## src/rtl/mapper_pkg.sv

```systemverilog
// Shared frame definitions for the mapper/demapper pair: alignment bytes,
// CRC polynomial, position counter widths and the framer state encoding.
package mapper_pkg;

    localparam logic [7:0] FAS0_DEF = 8'hF6;
    localparam logic [7:0] FAS1_DEF = 8'h28;
    localparam logic [7:0] CRC_POLY = 8'h07;

    localparam int ROW_W = 2;
    localparam int COL_W = 11;

    typedef enum logic [1:0] {
        ST_IDLE = 2'd0,
        ST_FAS  = 2'd1,
        ST_PYLD = 2'd2,
        ST_CRC  = 2'd3
    } state_e;

endpackage

```

## src/rtl/mapper_if.sv

```systemverilog
// Payload-in / line-out handshake bundle; slave is the mapper side.
interface mapper_if;

    logic [7:0] i_pyld_data;
    logic       i_pyld_data_valid;
    logic       o_pyld_data_req;
    logic [7:0] o_frame_data;
    logic       o_frame_data_valid;
    logic       o_frame_data_fas;
    logic       i_frame_ready;
    logic [7:0] o_crc_val;

    modport slave (
        input  i_pyld_data,
        input  i_pyld_data_valid,
        output o_pyld_data_req,
        output o_frame_data,
        output o_frame_data_valid,
        output o_frame_data_fas,
        input  i_frame_ready,
        output o_crc_val
    );

    modport master (
        output i_pyld_data,
        output i_pyld_data_valid,
        input  o_pyld_data_req,
        input  o_frame_data,
        input  o_frame_data_valid,
        input  o_frame_data_fas,
        output i_frame_ready,
        input  o_crc_val
    );

endinterface

```

## src/rtl/crc8_byte.sv

```systemverilog
// One-byte CRC-8 update, MSB first, no reflection; shared with the demapper.
module crc8_byte
    import mapper_pkg::*;
(
    input  logic [7:0] crc_in,
    input  logic [7:0] data,
    output logic [7:0] crc_out
);

    logic [7:0] c;

    always_comb begin
        c = crc_in ^ data;
        for (int i = 0; i < 8; i++) begin
            c = c[7] ? ({c[6:0], 1'b0} ^ CRC_POLY) : {c[6:0], 1'b0};
        end
        crc_out = c;
    end

endmodule

```

## src/rtl/mapper.sv

```systemverilog
// Frame mapper: wraps client bytes into 4 x COLS frames with a two-byte
// alignment word up front and a CRC-8 of the payload in the last slot.
module mapper
    import mapper_pkg::*;
#(
    parameter int         COLS = 1024,
    parameter logic [7:0] FAS0 = FAS0_DEF,
    parameter logic [7:0] FAS1 = FAS1_DEF
) (
    input  logic    i_clk,
    input  logic    i_rst_n,
    mapper_if.slave bus
);

    localparam logic [COL_W-1:0] COL_LAST = COL_W'(COLS - 1);
    localparam logic [COL_W-1:0] COL_CRC  = COL_W'(COLS - 2);
    localparam logic [ROW_W-1:0] ROW_LAST = '1;

    state_e           state_q, state_d;
    logic [ROW_W-1:0] row_q, row_d;
    logic [COL_W-1:0] col_q, col_d;
    logic [7:0]       acc_q, acc_d;
    logic [7:0]       dat_q, dat_d;
    logic             vld_q, vld_d;
    logic             fas_q, fas_d;
    logic [7:0]       crcv_q, crcv_d;

    logic             adv;
    logic             accept;
    logic             last_pyld;
    logic [7:0]       crc_next;

    // The output stage may take a new byte when empty or being drained.
    assign adv       = !vld_q || bus.i_frame_ready;
    assign accept    = (state_q == ST_PYLD) && adv && bus.i_pyld_data_valid;
    assign last_pyld = (row_q == ROW_LAST) && (col_q == COL_CRC);

    crc8_byte u_crc (
        .crc_in  (acc_q),
        .data    (bus.i_pyld_data),
        .crc_out (crc_next)
    );

    always_ff @(posedge i_clk or negedge i_rst_n) begin
        if (!i_rst_n) begin
            state_q <= ST_IDLE;
            row_q   <= '0;
            col_q   <= '0;
            acc_q   <= 8'h00;
            dat_q   <= 8'h00;
            vld_q   <= 1'b0;
            fas_q   <= 1'b0;
            crcv_q  <= 8'h00;
        end else begin
            state_q <= state_d;
            row_q   <= row_d;
            col_q   <= col_d;
            acc_q   <= acc_d;
            dat_q   <= dat_d;
            vld_q   <= vld_d;
            fas_q   <= fas_d;
            crcv_q  <= crcv_d;
        end
    end

    always_comb begin
        state_d = state_q;
        case (state_q)
            ST_IDLE: if (bus.i_pyld_data_valid) state_d = ST_FAS;
            ST_FAS:  if (adv && col_q == COL_W'(1)) state_d = ST_PYLD;
            ST_PYLD: if (accept && last_pyld) state_d = ST_CRC;
            ST_CRC:  if (adv) state_d = bus.i_pyld_data_valid ? ST_FAS : ST_IDLE;
            default: state_d = ST_IDLE;
        endcase
    end

    always_comb begin
        row_d  = row_q;
        col_d  = col_q;
        acc_d  = acc_q;
        dat_d  = dat_q;
        vld_d  = vld_q;
        fas_d  = fas_q;
        crcv_d = crcv_q;
        bus.o_pyld_data_req = 1'b0;

        case (state_q)
            ST_IDLE: begin
                if (adv) begin
                    vld_d = 1'b0;
                    fas_d = 1'b0;
                end
            end
            ST_FAS: begin
                if (adv) begin
                    vld_d = 1'b1;
                    col_d = col_q + COL_W'(1);
                    if (col_q == '0) begin
                        dat_d = FAS0;
                        fas_d = 1'b1;
                    end else begin
                        dat_d = FAS1;
                        fas_d = 1'b0;
                    end
                end
            end
            ST_PYLD: begin
                bus.o_pyld_data_req = adv;
                if (accept) begin
                    dat_d = bus.i_pyld_data;
                    vld_d = 1'b1;
                    fas_d = 1'b0;
                    acc_d = crc_next;
                    if (col_q == COL_LAST) begin
                        col_d = '0;
                        row_d = row_q + ROW_W'(1);
                    end else begin
                        col_d = col_q + COL_W'(1);
                    end
                end else if (adv) begin
                    // Source starved: drop valid, keep the frame position.
                    vld_d = 1'b0;
                    fas_d = 1'b0;
                end
            end
            ST_CRC: begin
                if (adv) begin
                    dat_d  = acc_q;
                    vld_d  = 1'b1;
                    fas_d  = 1'b0;
                    crcv_d = acc_q;
                    col_d  = '0;
                    row_d  = '0;
                end
            end
            default: ;
        endcase

        // Each frame's CRC covers only its own payload.
        if (state_d == ST_FAS && state_q != ST_FAS) begin
            acc_d = 8'h00;
            row_d = '0;
            col_d = '0;
        end
    end

    assign bus.o_frame_data       = dat_q;
    assign bus.o_frame_data_valid = vld_q;
    assign bus.o_frame_data_fas   = fas_q;
    assign bus.o_crc_val          = crcv_q;

endmodule

```

## src/flat_wrapper.sv

```systemverilog
// flat-port wrapper written by rule: the top's interface ports become plain ports
module mapper_flat import mapper_pkg::*;
#(
    parameter int         COLS = 1024,
    parameter logic [7:0] FAS0 = FAS0_DEF,
    parameter logic [7:0] FAS1 = FAS1_DEF
)
  (i_clk, i_rst_n, bus_i_pyld_data, bus_i_pyld_data_valid, bus_o_pyld_data_req, bus_o_frame_data, bus_o_frame_data_valid, bus_o_frame_data_fas, bus_i_frame_ready, bus_o_crc_val);
  mapper_if bus_i ();
  input  logic i_clk;
  input  logic i_rst_n;
  input wire logic [$bits(bus_i.i_pyld_data)-1:0] bus_i_pyld_data;
  input wire logic [$bits(bus_i.i_pyld_data_valid)-1:0] bus_i_pyld_data_valid;
  output wire logic [$bits(bus_i.o_pyld_data_req)-1:0] bus_o_pyld_data_req;
  output wire logic [$bits(bus_i.o_frame_data)-1:0] bus_o_frame_data;
  output wire logic [$bits(bus_i.o_frame_data_valid)-1:0] bus_o_frame_data_valid;
  output wire logic [$bits(bus_i.o_frame_data_fas)-1:0] bus_o_frame_data_fas;
  input wire logic [$bits(bus_i.i_frame_ready)-1:0] bus_i_frame_ready;
  output wire logic [$bits(bus_i.o_crc_val)-1:0] bus_o_crc_val;
  assign bus_i.i_pyld_data = bus_i_pyld_data;
  assign bus_i.i_pyld_data_valid = bus_i_pyld_data_valid;
  assign bus_o_pyld_data_req = bus_i.o_pyld_data_req;
  assign bus_o_frame_data = bus_i.o_frame_data;
  assign bus_o_frame_data_valid = bus_i.o_frame_data_valid;
  assign bus_o_frame_data_fas = bus_i.o_frame_data_fas;
  assign bus_i.i_frame_ready = bus_i_frame_ready;
  assign bus_o_crc_val = bus_i.o_crc_val;
  mapper #(.COLS(COLS), .FAS0(FAS0), .FAS1(FAS1)) u_core (.i_clk(i_clk), .i_rst_n(i_rst_n), .bus(bus_i));
endmodule
```

## config.mk

```make
export PLATFORM = sky130hd
export DESIGN_NAME = mapper_flat
export DESIGN_NICKNAME = d
export VERILOG_FILES = /design/src/rtl/mapper_pkg.sv /design/src/rtl/mapper_if.sv /design/src/rtl/crc8_byte.sv /design/src/rtl/mapper.sv /design/src/flat_wrapper.sv
export SDC_FILE = /design/constraint.sdc
export NUM_CORES = 1
export LEC_CHECK = 0
export CAP_MARGIN = 20
export CELL_PAD_IN_SITES_DETAIL_PLACEMENT = 1
export CELL_PAD_IN_SITES_GLOBAL_PLACEMENT = 2
export CORE_UTILIZATION = 35
export CTS_CLUSTER_SIZE = 10
export DETAILED_ROUTE_END_ITERATION = 12
export GPL_ROUTABILITY_DRIVEN = 0
export PLACE_DENSITY = 0.78
export SYNTH_ARGS = -nofsm -noshare
export SYNTH_HDL_FRONTEND = slang
export SYNTH_HIERARCHICAL = 1
export SYNTH_SLANG_ARGS = --single-unit
export TNS_END_PERCENT = 30
```

## constraint.sdc

```tcl
create_clock -name i_clk -period 2.5 [get_ports i_clk]
set_input_delay 0.625 -clock i_clk [delete_from_list [all_inputs] [get_ports i_clk]]
set_output_delay 0.625 -clock i_clk [all_outputs]
set_load 0.02 [all_outputs]
```

; ---- Word level (Yosys, flattened, before mapping)
; Index checks and enable logic that the tools add are counted.
[word_totals]
register_bits = 41
[op_classes]
mux = 43
reduce_logical = 22
n_bitwise = 9
n_eq_ne = 17
add_sub_neg = 2
[op_table]
columns = op, n
row1 = two-way mux 8 bit, 7
row2 = two-way mux 11 bit, 5
row3 = one-hot mux 11 bit (3 select lines), 1
row4 = two-way mux 3 bit, 8
row5 = NOT 3 bit, 8
row6 = one-hot mux 8 bit (3 select lines), 1
row7 = "== test 11 x 10 -> 1 bit, second input constant", 2
row8 = two-way mux 2 bit, 8
row9 = AND reduction 4 bit, 3
row10 = "adder 11 x 1 -> 11 bit, second input constant", 1
row11 = "== test 11 x 1 -> 1 bit, second input constant", 1
row12 = logical NOT 11 bit, 1
row13 = "inequality test 2 x 1 -> 1 bit, second input constant", 5
row14 = two-way mux 1 bit, 9
row15 = one-hot mux 2 bit (4 select lines), 1
row16 = XOR 8 bit, 1
row17 = "== test 2 bit, second input constant", 3
row18 = logical AND 1 bit, 6
row19 = "inequality test 3 x 1 -> 1 bit, second input constant", 2
row20 = one-hot mux 1 bit (3 select lines), 2
row21 = nonzero test 3 bit, 2
row22 = "== test 2 x 1 -> 1 bit, second input constant", 2
row23 = one-hot mux 2 bit (2 select lines), 1
row24 = AND reduction 2 bit, 2
row25 = other kinds (9), 11

; ---- Depth between registers and ports, before layout
; Gate-level depths: netlist (run 1).
[depth]
depth_word = 20
depth_mapped = 10
ltp_nobuf = 8

; ---- By module
; The synthesis (run 1) kept the hierarchy.
[modules_own_cells]
columns = module, seq_area_each_um2, area_per_inst_um2, cells_per_inst, n_inst
row1 = mapper, 1026.0, 2346.0, 256, 1
row2 = crc8_byte, 0.0, 206.4, 21, 1

; ---- Least setup slack after synthesis (run 1)
; OpenSTA, ideal clock, no wires.
[synth_timing]
path_kind = reg-to-output
start = register u_core.state_q[0]
end = output port bus_o_pyld_data_req
path_stages_with_launch = 7
t_required_ps = 1875
path_slack_ps = 186
n_path_buf = 3
t_arrival_ps = 1689
cell_sequence = dfrtp_1 > inv_1 > ha_1 > clkbuf_1 > clkbuf_1 > buf_1 > and2_1
[synth_between]
elab_chain_cells = 2
[synth_lines]
columns = item, line_no
row1 = start: declaration, mapper.sv:19  ; state_e state_q, state_d;
row2 = start signal: assignment, mapper.sv:55  ; state_q <= state_d;
row3 = == test 2 bit, mapper.sv:87  ; case (state_q)
row4 = two-way mux 1 bit, mapper.sv:87
row5 = end: declaration, flat_wrapper.sv:14  ; output wire logic [$bits(bus_i.o_pyld_data_req)-1:0] bus_o_pyld_data_req;
; No other way between the ends.

; ---- Final worst setup path (run 1)
[layout_timing]
start = input port bus_i_frame_ready
end = output port bus_o_pyld_data_req
[layout_between]
elab_chain_cells = 2
[layout_lines]
columns = item, line_no
row1 = start: declaration, flat_wrapper.sv:18  ; input wire logic [$bits(bus_i.i_frame_ready)-1:0] bus_i_frame_ready;
row2 = logical OR 1 bit, mapper.sv:34  ; assign adv = !vld_q || bus.i_frame_ready;
row3 = two-way mux 1 bit, mapper.sv:87
; No other way between the ends.

==> results of run 1 <==
## where the power goes
group	internal, mW	total (mW)	switching (mW)
clock network	0.299	0.565	0.265
registers	0.881	1.06	0.178
logic	1.15	2.60	1.46
## stage by stage
step           setup TNS [ns]  instances  cell area (um^2)
3_5_place_dp           -0.296        414              3090
5_1_grt                     0        422              3230
2_1_floorplan               0        277              2550
4_1_cts                     0        422              3220
6_report                    0        422              3230
3_3_place_gp          -0.0625        414              3090
## Yosys cell counts, types with 4 or more instances
library cell / count
sky130_fd_sc_hd__a21o_1: 7
sky130_fd_sc_hd__a21oi_1: 24
sky130_fd_sc_hd__a21oi_2: 8
sky130_fd_sc_hd__a22oi_1: 8
sky130_fd_sc_hd__a31oi_1: 4
sky130_fd_sc_hd__clkbuf_1: 12
sky130_fd_sc_hd__dfrtp_1: 41
sky130_fd_sc_hd__ha_1: 10
sky130_fd_sc_hd__inv_1: 7
sky130_fd_sc_hd__mux2_2: 8
sky130_fd_sc_hd__nand2_1: 35
sky130_fd_sc_hd__nand3_1: 7
sky130_fd_sc_hd__nor2_1: 19
sky130_fd_sc_hd__nor2b_1: 4
sky130_fd_sc_hd__nor3_1: 4
sky130_fd_sc_hd__o21ai_0: 10
sky130_fd_sc_hd__xnor2_1: 10
sky130_fd_sc_hd__xor2_1: 8
## timing repair
item                                    4_1_cts  5_1_grt
hold endpoints to repair                      0        0
hold buffers                                  0        0
cloned                                        0        0
endpoints found under the setup margin        1        2
resized for setup                             3        2
## cell families after synthesis
group,count (synthesis)
and+or+nand+nor,89
adders and majority gates,10
AOI/OAI and AO/OA,82
muxes,11
buffers and inverters,23
DFF,41
xor gates and xnor gates,21
## sequential cells by signal, indices dropped and copies added (netlist names)
signal	count
u_core/state_q	2
u_core/bus.o_frame_data_fas	1
u_core/acc_q	8
u_core/col_q	11
u_core/bus.o_crc_val	8
u_core/bus.o_frame_data_valid	1
u_core/bus.o_frame_data	8
u_core/row_q	2
## routing by layer
layer	vias to the layer above	global-route usage	wire length, um
met5	-	0	0
met4	0	0.0537	78
met3	7	0.0360	236
met2	40	0.339	3410
met1	1107	0.283	3460
li1	1078	-	-
## final timing paths
path                                                           from                             endpoint  slack (ns)
worst max-delay path                              bus_i_frame_ready                  bus_o_pyld_data_req        0.20
worst min-delay path                                        i_rst_n          u_core/col_q[9]$_DFFE_PN0P_        0.38
worst max register to register         u_core/col_q[10]$_DFFE_PN0P_          u_core/col_q[6]$_DFFE_PN0P_        0.20
worst min register to register  u_core/bus.o_crc_val[4]$_DFFE_PN0P_  u_core/bus.o_crc_val[4]$_DFFE_PN0P_        0.51
max in group asynchronous                                   i_rst_n          u_core/state_q[1]$_DFF_PN0_        1.73
min in group i_clk              u_core/bus.o_crc_val[4]$_DFFE_PN0P_  u_core/bus.o_crc_val[4]$_DFFE_PN0P_        0.51
## area by class of cell
cell class / count / area (um^2) / area share
Multi-Input combinational cell: 213 / 1450 / 0.447
Sequential cell: 41 / 1030 / 0.318
Timing Repair Buffer: 57 / 497 / 0.154
Tap cell: 96 / 120 / 0.0372
Clock buffer: 5 / 68.8 / 0.0213
Clock inverter: 3 / 46.3 / 0.0143
Inverter: 7 / 26.3 / 0.00813
## worst max-delay path, delay by kind of cell
kind | cells | cell delay [ns]
buf+inv | 2 | 0.74
simple gates | 2 | 0.31
==> results.yml, run 1 <==
global_route:
  grt_pass1_vias: 2340
  grt_antenna_before_repair: 0
  first_pass_grt_wire_length_um: 12000
  globalRoute.totalOverflow: 0
  grt_use_total: 0.208
  maximum_number_of_pins_on_one_net_before_global_route_repair: 42
cells_and_area:
  layout.cells.most_common: "sky130_fd_sc_hd__dfrtp_1"
  most-common-layout-cells: "sky130_fd_sc_hd__dfrtp_1 (40), sky130_fd_sc_hd__nand2_1 (35), sky130_fd_sc_hd__clkdlybuf4s50_1 (28)"
  num_antenna_cells: 0
  filler_cell_count: 840
  utilization: 0.468
  flow.area_growth_from_synthesis_pct: 26.6
  drive_gt1_frac: 0.193
  nets_final: 347
yosys:
  synthAdderAreaFrac: 0.0490
  post_synth_main_area_contributors: "sky130_fd_sc_hd__dfrtp_1 (40%), sky130_fd_sc_hd__nand2_1 (5.1%), sky130_fd_sc_hd__ha_1 (4.9%)"
  synth_warnings: 6
  muxShareOfSynthArea: 0.0471
  synth-edff-count: 0
  synth_largest_area_cell: "sky130_fd_sc_hd__dfrtp_1"
  compound_gate_fraction_of_synth_area: 0.215
  avgSynthCellArea_um2: 9.21
  synth_simple_gate_area_frac: 0.166
  synth.cell_area_um2: 2550
  synth_top_flop_cell: "sky130_fd_sc_hd__dfrtp_1"
  synth.ff_latch_count: 41
  synthArstFlopShare: 1.00
  synth-xor-area-share: 0.0809
  largest_family_of_logic_cells_by_synthesized_area: "compound AO/OA/AOI/OAI gates"
  post-synth-top-area-fraction: 0.402
  sequential_fraction_of_the_synthesis_area: 0.402
  number_of_standard_cells_after_synthesis: 277
  synth.distinct_cells: 50
  mappedNetlistNets: 299
pwr:
  static-leakage-power_nw: 1.39
  power.density_cell_area_nw_per_um2: 1310
  vdd.ir_drop.worst_uv: 426
  total_power_mw: 4.23
cts:
  cts.reportedPaths.clkPinSlew_ns: 0.09
  numClockSinks: 41
  cts_max_path_buffers: 2
  clock_tree.root_cell: "sky130_fd_sc_hd__clkbuf_8"
  cts_tree: "built"
  tritoncts.num_buffers: 5
  post-cts-setup-buffers: 0
  clk_latency_ns: 0.30
  clock_tree.htree_level_count: 2
sta:
  rsz0062_at_grt: "no"
  final_period_minus_worst_setup_slack_ns: 2.30
  achievable_clock_frequency_ghz: 0.434
  setup_violations: 0
  maxSlewViolCount: 0
  maxSlewHeadroom: 0.633
  timing_hold_violations_final: 0
  fin_worst_hold_slack_ns: 0.380
  post-route-worst-setup-slack_ns: 0.198
  final_min_period_over_clock_period: 0.921
  tightestPinTransition_ns: 0.550
  skew_ns: 0.00782
worst_setup_path:
  critPathMaxFanout: 2
  worstPathCellList: "clkdlybuf4s50_1, nand2b_1, and2_1, dlygate4sd2_1"
  timing.critical_path.arrival_ns: 1.68
  timing.setup.critical_path_class: "in -> out"
  slowest_delay_ns: 0.43
  reg2regPathDepth: 7
  crit_slowest_cell: "sky130_fd_sc_hd__clkdlybuf4s50_1"
  timing.critical_path.to_type: "output port"
  start_kind: "primary input"
  cp_data_required_time_ns: 1.88
die:
  die_height_um: 87.4
  area_of_the_die_um2: 7640
  core.rowCount: 30
  initial_core_util: 0.370
  core_box_area_um2: 6910
  die_span_x_um: 87.4
  floorplan.io_pins: 31
place:
  dpl_wire_length_um: 5210
  dpl_worst_slack_ns: -0.0738
  portBuffers: 30
drt:
  routed_wirelength_um: 7180
  remaining_design_rule_violation_count: 0
  vias: 2232
  route.antenna.remaining_nets: 0
  first_iter_violations: 55
  first_pass_iters: 4
  routed_via_count_divided_by_cell_count: 5.29
  wl_per_cell_um: 17.0
outcome:
  run_status: "finished, final reports clean"
run:
  maxCapViolCount: 0
hold_path:
  timing.hold.worst.class: "in -> async"
Note: power is estimated with default switching activity, not from simulation.
==> run 2: changes to the inputs <==
Settings changed: CELL_PAD_IN_SITES_DETAIL_PLACEMENT 1 to 2, CORE_UTILIZATION 35 to 31, PLACE_DENSITY 0.78 to 0.73.
Clock period 2.5 ns to 2 ns, I/O delays scaled along.
==> run 2 against run 1 <==
  * The run now ends with negative setup slack left
  * Register-to-register slack got worse by 0.32 ns
  * Sequential cell count unchanged
  * Clock power increased by 3%
  * Core utilization increased by 2.3 points
  * Routed wire length increased by 40%
  * Die area increased by 13%
  * Non-clock buffer count increased by 43
  * Worst hold slack got worse by 0.22 ns
  * Setup slack got worse by 0.32 ns
  * Critical path type is now reg -> reg
==> results.yml, run 2 (same netlist as run 1, synthesis figures left out) <==
global_route:
  maximum_number_of_pins_on_one_net_before_global_route_repair: 23
  grt_antenna_before_repair: 0
  first_pass_grt_wire_length_um: 15700
  grt_pass1_vias: 2830
  globalRoute.totalOverflow: 0
  grt_use_total: 0.242
pwr:
  static-leakage-power_nw: 1.67
  vdd.ir_drop.worst_uv: 515
  power.density_cell_area_nw_per_um2: 1740
drt:
  vias: 2514
  wl_per_cell_um: 21.3
  routed_wirelength_um: 10000
  route.antenna.remaining_nets: 0
  first_pass_iters: 4
  remaining_design_rule_violation_count: 0
  routed_via_count_divided_by_cell_count: 5.35
  first_iter_violations: 93
cells_and_area:
  sequential_cell_area_um2: 1030
  layout.cells.most_common: "sky130_fd_sc_hd__buf_4"
  num_antenna_cells: 0
  flow.area_growth_from_synthesis_pct: 50.8
  most-common-layout-cells: "sky130_fd_sc_hd__buf_4 (58), sky130_fd_sc_hd__dfrtp_1 (38), sky130_fd_sc_hd__nand2_1 (35)"
  postLayoutCellArea_um2: 3850
  area_of_the_multi_input_gates_um2: 1670
  max_reg_flops: 11
  drive_gt1_frac: 0.383
  nets_final: 390
  filler_cell_count: 838
  most_flop_heavy_register: "u_core/col_q"
cts:
  tritoncts.num_buffers: 5
  clock_tree.htree_level_count: 2
  numClockSinks: 41
  cts.reportedPaths.clkPinSlew_ns: 0.08
  cts_tree: "built"
  cts.hold.buffers_added: 0
  clock_tree.root_cell: "sky130_fd_sc_hd__clkbuf_8"
  clk_latency_ns: 0.30
  cts_max_path_buffers: 2
worst_setup_path:
  setup.reg_to_reg.worst_slack_ns: -0.12
  cp_num_buf_inv: 1
  cp_data_required_time_ns: 2.23
  worst_path_dominant_cell_family: "simple AND/OR/NAND/NOR gates"
  timing.critical_path.arrival_ns: 2.35
  slowest_delay_ns: 0.42
  timing.setup.critical_path_class: "reg -> reg"
  start_kind: "flop"
  critPathMaxFanout: 8
  timing.critical_path.to_type: "flop"
  worstPathCellList: "buf_4, ha_4, or3b_1, a21o_1, a21o_4, or3_1, a21oi_2"
  crit_slowest_cell: "sky130_fd_sc_hd__dfrtp_2"
sta:
  timing_hold_violations_final: 0
  maxSlewViolCount: 0
  fin_worst_hold_slack_ns: 0.160
  skew_ns: 0.00372
  rsz0062_at_grt: "yes"
  post-route-worst-setup-slack_ns: -0.121
  setup_violations: 22
  final_period_minus_worst_setup_slack_ns: 2.12
  final_min_period_over_clock_period: 1.06
  achievable_clock_frequency_ghz: 0.472
  maxSlewHeadroom: 0.663
  tightestPinTransition_ns: 0.506
run:
  maxCapViolCount: 0
outcome:
  run_status: "finished with violations"
  failing_checks: "negative setup slack"
place:
  dpl_wire_length_um: 6660
  placedInstanceArea_um2: 3380
  portBuffers: 30
die:
  core_box_area_um2: 7850
  core.rowCount: 32
  initial_core_util: 0.325
  die_height_um: 92.7
  die_span_x_um: 92.7
  floorplan.io_pins: 31
  area_of_the_die_um2: 8600
hold_path:
  timing.hold.worst.class: "in -> async"
run 2: repair_timing:
item / CTS / global route
setup endpoints to repair: 28 / 30
resized for setup: 45 / 25
pin swaps: 14 / 8
buffers inserted: 5 / 4
cloned: 1 / 1
hold endpoints to repair: 0 / 0
run 2: power by group:
part	total (mW)	internal, mW	switching (mW)
logic	4.74	2.30	2.44
clock network	0.582	0.273	0.309
registers	1.38	1.11	0.270
run 2: worst paths after layout:
path,startpoint,end,depth (start not counted)
min,i_rst_n,u_core/col_q[7]$_DFFE_PN0P_,1
max in group asynchronous,i_rst_n,u_core/state_q[1]$_DFF_PN0_,2
min in group i_clk,u_core/bus.o_crc_val[7]$_DFFE_PN0P_,u_core/bus.o_crc_val[7]$_DFFE_PN0P_,1
max,u_core/state_q[0]$_DFF_PN0_,u_core/col_q[8]$_DFFE_PN0P_,7
min reg2reg,u_core/bus.o_crc_val[7]$_DFFE_PN0P_,u_core/bus.o_crc_val[7]$_DFFE_PN0P_,1
max reg2reg,u_core/state_q[0]$_DFF_PN0_,u_core/col_q[8]$_DFFE_PN0P_,7
run 2: metrics by stage:
stage / worst slack, ns / power [mW] / utilization / setup TNS, ns / cells
detailed placement: -0.395 / 5.12 / 0.431 / -7.67 / 452
floorplan: -0.111 / 3.43 / - / -0.219 / 277
finish: -0.121 / 6.70 / 0.490 / -1.25 / 470
global placement: -0.367 / 4.95 / 0.431 / -6.00 / 452
CTS: -0.0995 / 6.39 / 0.474 / -0.806 / 465
global route: -0.221 / 7.13 / 0.490 / -3.75 / 470
run 2: per-layer routing:
metal,GRT usage,vias to the layer above,wire (um)
met3,0.0460,17,249
met5,0,-,0
met2,0.430,41,5270
met4,0.0769,0,159
li1,-,1164,-
met1,0.293,1292,4340
run 2: worst register-to-register path, stage by stage (launching register included):
cell and delay [ns]:
sky130_fd_sc_hd__dfrtp_2 0.42, sky130_fd_sc_hd__buf_4 0.14, sky130_fd_sc_hd__ha_4 0.13, sky130_fd_sc_hd__or3b_1 0.36
sky130_fd_sc_hd__a21o_1 0.25, sky130_fd_sc_hd__a21o_4 0.25, sky130_fd_sc_hd__or3_1 0.38, sky130_fd_sc_hd__a21oi_2 0.13
run 2: area by class of cell:
type                       count  area share
multi-input combinational    213       0.435
sequential                    41       0.268
timing repair buffer         100       0.234
tap                          102      0.0332
clock buffer                   6      0.0215
inverter                       7     0.00683
clock inverter                 1     0.00195
